$ cat config.mk
export PLATFORM = sky130hd
export DESIGN_NAME = regfile_mp
export DESIGN_NICKNAME = d
export VERILOG_FILES = /design/src/rtl/regfile_pkg.sv /design/src/rtl/regfile_clear_seq.sv /design/src/rtl/regfile_mp.sv
export SDC_FILE = /design/constraint.sdc
export NUM_CORES = 2
export LEC_CHECK = 0
export BUFFER_PORTS_ARGS = -buffer_cell sky130_fd_sc_hd__buf_2
export CORE_MARGIN = 5
export CORE_UTILIZATION = 35
export DETAILED_ROUTE_END_ITERATION = 7
export GPL_ROUTABILITY_DRIVEN = 0
export HOLD_SLACK_MARGIN = 0.1
export PLACE_DENSITY = 0.59
export SETUP_SLACK_MARGIN = 0.02
export SLEW_MARGIN = 15
export SYNTH_ARGS = -nofsm -noshare
export SYNTH_HDL_FRONTEND = slang
export SYNTH_HIERARCHICAL = 1
export SYNTH_SLANG_ARGS = --single-unit
export TNS_END_PERCENT = 30
$ cat constraint.sdc
create_clock -name i_clk -period 7.3 [get_ports i_clk]
set_input_delay 0.73 -clock i_clk [delete_from_list [all_inputs] [get_ports i_clk]]
set_output_delay 0.73 -clock i_clk [all_outputs]
set_load 0.05 [all_outputs]
$ cat src/rtl/regfile_pkg.sv
// Shared types and constants for the multi-port register file.
// Imported by the clear sequencer and the top level.
package regfile_pkg;

   typedef enum logic {
      ST_CLEAR = 1'b0,
      ST_READY = 1'b1
   } rf_state_t;

   localparam int RD_PORTS_MAX = 4;

   // Highest register index for a given index width; entry 0 is never stored.
   function automatic int max_reg(input int reg_width);
      return (1 << reg_width) - 1;
   endfunction

endpackage

$ cat src/rtl/regfile_clear_seq.sv
// Clear sequencer: walks entries 1..MAX_REG writing zero, one per cycle,
// after reset or on an i_clear request while ready.
module regfile_clear_seq
   import regfile_pkg::*;
#(
   parameter int REG_WIDTH = 5
) (
   input  logic                 i_clk,
   input  logic                 i_rst,
   input  logic                 i_clear,
   output logic                 o_busy,
   output logic                 o_clr_we,
   output logic [REG_WIDTH-1:0] o_clr_reg,
   output rf_state_t            o_state
);

   localparam logic [REG_WIDTH-1:0] LAST_REG = REG_WIDTH'(max_reg(REG_WIDTH));
   localparam logic [REG_WIDTH-1:0] FIRST_REG = REG_WIDTH'(1);

   rf_state_t            state;
   logic [REG_WIDTH-1:0] cnt;

   always_ff @(posedge i_clk) begin
      if (!i_rst) begin
         state <= ST_CLEAR;
         cnt   <= FIRST_REG;
      end else begin
         case (state)
            ST_CLEAR: begin
               cnt <= cnt + 1'b1;
               if (cnt == LAST_REG) state <= ST_READY;
            end
            ST_READY: begin
               if (i_clear) begin
                  state <= ST_CLEAR;
                  cnt   <= FIRST_REG;
               end
            end
            default: begin
               state <= ST_CLEAR;
               cnt   <= FIRST_REG;
            end
         endcase
      end
   end

   assign o_state   = state;
   assign o_busy    = (state == ST_CLEAR);
   assign o_clr_we  = (state == ST_CLEAR);
   assign o_clr_reg = cnt;

endmodule

$ cat src/rtl/regfile_mp.sv
// Multi-port register file: RD_PORTS combinational reads, two prioritised
// write ports, optional same-cycle bypass, sequenced clear. r0 reads as zero.
module regfile_mp
   import regfile_pkg::*;
#(
   parameter int DATA_WIDTH = 32,
   parameter int REG_WIDTH  = 5,
   parameter int RD_PORTS   = 2,
   parameter int BYPASS     = 1
) (
   input  logic                           i_clk,
   input  logic                           i_rst,
   input  logic                           i_clear,
   output logic                           o_ready,
   input  logic                           i_we0,
   input  logic [REG_WIDTH-1:0]           i_wr_reg0,
   input  logic [DATA_WIDTH-1:0]          i_wr_data0,
   input  logic                           i_we1,
   input  logic [REG_WIDTH-1:0]           i_wr_reg1,
   input  logic [DATA_WIDTH-1:0]          i_wr_data1,
   input  logic [RD_PORTS*REG_WIDTH-1:0]  i_rd_reg,
   output logic [RD_PORTS*DATA_WIDTH-1:0] o_rd_data
);

   localparam int MAX_REG = max_reg(REG_WIDTH);

   logic                 busy;
   logic                 clr_we;
   logic [REG_WIDTH-1:0] clr_reg;
   rf_state_t            seq_state;

   regfile_clear_seq #(.REG_WIDTH(REG_WIDTH)) u_clear_seq (
      .i_clk     (i_clk),
      .i_rst     (i_rst),
      .i_clear   (i_clear),
      .o_busy    (busy),
      .o_clr_we  (clr_we),
      .o_clr_reg (clr_reg),
      .o_state   (seq_state)
   );

   // Gating with i_rst keeps outputs quiet while reset is held, even before
   // the sequencer has seen its first edge.
   logic active;
   logic clr_en;
   logic wr0_en;
   logic wr1_en;

   assign active  = i_rst && !busy;
   assign clr_en  = i_rst && clr_we;
   assign wr0_en  = active && i_we0 && (i_wr_reg0 != '0);
   assign wr1_en  = active && i_we1 && (i_wr_reg1 != '0);
   assign o_ready = i_rst && (seq_state == ST_READY);

   logic [DATA_WIDTH-1:0] mem [1:MAX_REG];

   always_ff @(posedge i_clk) begin
      for (int e = 1; e <= MAX_REG; e++) begin
         if (clr_en && clr_reg == REG_WIDTH'(e))
            mem[e] <= '0;
         else if (wr1_en && i_wr_reg1 == REG_WIDTH'(e))
            mem[e] <= i_wr_data1;
         else if (wr0_en && i_wr_reg0 == REG_WIDTH'(e))
            mem[e] <= i_wr_data0;
      end
   end

   for (genvar k = 0; k < RD_PORTS; k++) begin : g_rd
      logic [REG_WIDTH-1:0]  idx;
      logic [DATA_WIDTH-1:0] data;

      assign idx = i_rd_reg[k*REG_WIDTH +: REG_WIDTH];

      always_comb begin
         data = '0;
         if (active && idx != '0) begin
            if (BYPASS != 0 && wr1_en && i_wr_reg1 == idx)
               data = i_wr_data1;
            else if (BYPASS != 0 && wr0_en && i_wr_reg0 == idx)
               data = i_wr_data0;
            else
               data = mem[idx];
         end
      end

      assign o_rd_data[k*DATA_WIDTH +: DATA_WIDTH] = data;
   end

endmodule
==> results.sh <==
export IMPL_wl_um=272500
export IMPL_drive_gt1_share_pct=25.85
export IMPL_grt_pass1_wl_um=368300
export IMPL_cts_reportedPaths_clkPinSlew_ns=0.05
export IMPL_antenna_found_initial=21
export IMPL_maxSlewViolCount=0
export IMPL_syn_area_per_cell_um2=14.02
export IMPL_worstPathArrival_ns=5.27
export IMPL_synthArstFlopShare_pct=0
export IMPL_rsz0062_at_grt="no"
export IMPL_cts_root_buf="clkbuf_16"
export IMPL_ios=154
export IMPL_syn_to_final_growth_pct=10.21
export IMPL_synth_main_ff_cell="edfxtp_1"
export IMPL_synth_top_area_share_pct=50.53
export IMPL_synth_edf_count=992
export IMPL_fill_cells=15470
export IMPL_drt_iter0_drc=7799
export IMPL_cts_setup_buffers=0
export IMPL_avgRoutedWirePerCell_um=43.56
export IMPL_ys_warn_count=6
export IMPL_max_stage_delay_ns=1.10
export IMPL_die_x_um=420.4
export IMPL_cp_top_family="simple AND/OR/NAND/NOR gates"
export IMPL_multi_input_area_um2=26930
export IMPL_hold_path_class="in -> reg"
export IMPL_syn_area_um2=58950
export IMPL_r2r_end="mem[18][9]"
export IMPL_tns_ns=0
export IMPL_min_to="u_clear_seq/o_clr_reg[0]"
export IMPL_critical_path_depth=9
export IMPL_firstDrtPassIters=7
export IMPL_cts_htree_levels=3
export IMPL_worstPathRequired_ns=6.57
export IMPL_fp_dieH_um=420.4
export IMPL_r2r_slack_ns=2.84
export IMPL_synth_seq_cells=998
export IMPL_post_synth_top_area_cell="edfxtp_1"
export IMPL_core_area_um2=167400
export IMPL_grt_pass1_vias=45030
export IMPL_grt_overflow=0
export IMPL_io_buffers=153
export IMPL_start_util_pct=35.21
export IMPL_cts_tree="done"
export IMPL_rows=150
export IMPL_fin_util_pct=38.81
export IMPL_cts_hold_buffers=0
export IMPL_path_cells="inv_1 -> nor2b_1 -> buf_4 -> o311a_4 -> nand4_1 -> nand2_1 -> o22ai_1 -> o31ai_1 -> buf_2"
export IMPL_relSlewSlack_pct=15.25
export IMPL_end_kind="output pin"
export IMPL_synth_seq_area_share_pct=50.74
export IMPL_synthDistinctLibCells=62
export IMPL_finalPower_mw=12.39
export IMPL_worst_r2r_cell_count=8
export IMPL_worstSetupPathType="reg -> out"
export IMPL_register_area_um2=29910
export IMPL_maxCapViolations=0
export IMPL_final_nets=4051
export IMPL_max_vdd_ir_drop_mv=0.2114
export IMPL_clock_sinks=998
export IMPL_finalSetupViolations=0
export IMPL_ctsResizeCount=0
export IMPL_clockBufferDepth=3
export IMPL_largest_reg_flops=992
export IMPL_post_route_period_util_pct=82.24
export IMPL_ant_nets=0
export IMPL_finalCriticalPeriod_ns=6.004
export IMPL_hold_path_startpoint="i_rst"
export IMPL_cts_made_buffers=105
export IMPL_fin_skew_ns=0.02275
export IMPL_place_detailed_hpwl_um=149400
export IMPL_critPathLaunchType="register"
export IMPL_hold_viol_final=0
export IMPL_dieArea_um2=176700
export IMPL_vias=46080
export IMPL_worstPathMaxFanout=13
export IMPL_vias_per_cell=7.367
export IMPL_p_leak_nw=23.21
export IMPL_grt_usage_pct=30.04
export IMPL_rr_startpoint="u_clear_seq/o_state"
export IMPL_tightest_slew_ns=1.268
export IMPL_clk_latency_ns=0.77
export IMPL_min_path_cells=2
export IMPL_crit_buf_inv=3
export IMPL_synth_nets=4297
export IMPL_cp_slowest_cell="nand2_1"
export IMPL_grt_max_degree=104
export IMPL_fmax_mhz=166.6
export IMPL_power_density_nw_per_um2=190.8
export IMPL_route_detailed_drc=0
export IMPL_synth_cells=4206
export IMPL_synth_area_top_cells="edfxtp_1 51%, mux4_2 17%, a22o_1 15%"
export IMPL_outcome="finished, final reports clean"
==> cell families after synthesis <==
family / count (synthesis) / synth area share, %
compound gates: 1411 / 19.88
buf+inv: 685 / 4.822
fa+ha+maj: 2 / 0.04244
simple gates: 460 / 3.772
mux: 630 / 20.45
xor+xnor: 20 / 0.2971
flops: 998 / 50.74
==> report_power, final <==
group	internal [mW]	switching [mW]	leakage, nW
combinational	0.269	0.711	10.4
sequential	6.24	0.0135	11.2
clock	2.74	2.42	1.52
==> stage by stage <==
step | area (um^2) | cells | hold slack (ns) | setup slack, ns
floorplan | 58950 | 4206 | 0.5023 | 2.911
global placement | 61780 | 6055 | 0.5449 | 2.029
detailed placement | 61830 | 6057 | 0.5515 | 1.978
CTS | 64940 | 6243 | 0.2125 | 1.572
global route | 64950 | 6249 | 0.2325 | 1.346
finish | 64970 | 6255 | 0.2289 | 1.296
==> synth_stat cells (9+ instances only) <==
cell,n
nor4_1,13
nand2_1,98
nand3_1,19
mux2i_1,158
xnor2_1,10
buf_1,86
a22oi_1,95
o2111ai_1,10
o21bai_1,17
a22o_1,993
nor2b_1,17
mux2_2,14
o31ai_1,12
a21oi_1,51
a221oi_1,37
o21ai_0,23
nor2_1,182
edfxtp_1,992
mux4_2,458
inv_1,9
buf_2,133
o21a_1,13
o22ai_1,49
buf_4,18
nor3_1,55
xor2_1,10
nand2b_1,20
a211oi_1,68
clkbuf_1,433
==> cell type report <==
class	count	area share [%]
antenna	12	0.04622
clock buffer	129	4.183
clock inverter	57	0.6028
inverter	10	0.05778
multi-input combinational	2523	41.46
sequential	998	46.04
tap	2204	4.245
timing repair buffer	322	3.370
==> routing by layer <==
| metal | share of wire (%) | vias to the layer above | global-route usage (%) |
|---|---|---|---|
| li1 | - | 17130 | - |
| met5 | 0.025 | - | 0.05557 |
| met2 | 42 | 4493 | 43.88 |
| met3 | 15 | 1301 | 10.90 |
| met4 | 11 | 10 | 24.96 |
| met1 | 32 | 23150 | 35.33 |
==> worst reg2reg max path, delay by kind of cell (launching register included) <==
family                 cells  cell delay (ns)
AND/OR/NAND/NOR            4             1.21
buffers and inverters      3             1.15
AO/OA/AOI/OAI              1             1.22
flip-flops                 1             0.47
==> cells in the final DEF (no fill, tap or decap), types with 12 or more instances in the layout <==
cell type	synthesis	layout
a211oi_1	68	68
a21oi_1	51	51
a221oi_1	37	37
a22o_1	993	993
a22oi_1	95	95
buf_2	133	146
buf_4	18	163
clkbuf_1	433	24
clkbuf_16	0	105
clkinv_1	0	27
clkinv_2	0	16
diode_2	0	12
edfxtp_1	992	992
mux2_2	14	14
mux2i_1	158	158
mux4_2	458	458
nand2_1	98	98
nand2b_1	20	19
nand3_1	19	19
nor2_1	182	177
nor2b_1	17	12
nor3_1	55	14
nor3_2	8	41
o21a_1	13	13
o21ai_4	0	13
o21bai_4	0	17
o22ai_1	49	49
o31ai_1	12	12
==> how the worst max path moves through the flow <==
stage | to | start | slack [ns]
2_1_floorplan | mem[3][0] | i_rst | 2.91
3_3_place_gp | o_rd_data[51] | i_rd_reg[8] | 2.03
3_5_place_dp | o_rd_data[51] | i_rd_reg[8] | 1.98
4_1_cts | o_rd_data[51] | u_clear_seq/o_state | 1.57
5_1_grt | o_rd_data[41] | u_clear_seq/o_state | 1.35
6_report | o_rd_data[51] | u_clear_seq/o_state | 1.30
Power figures use the tool's default switching activity.
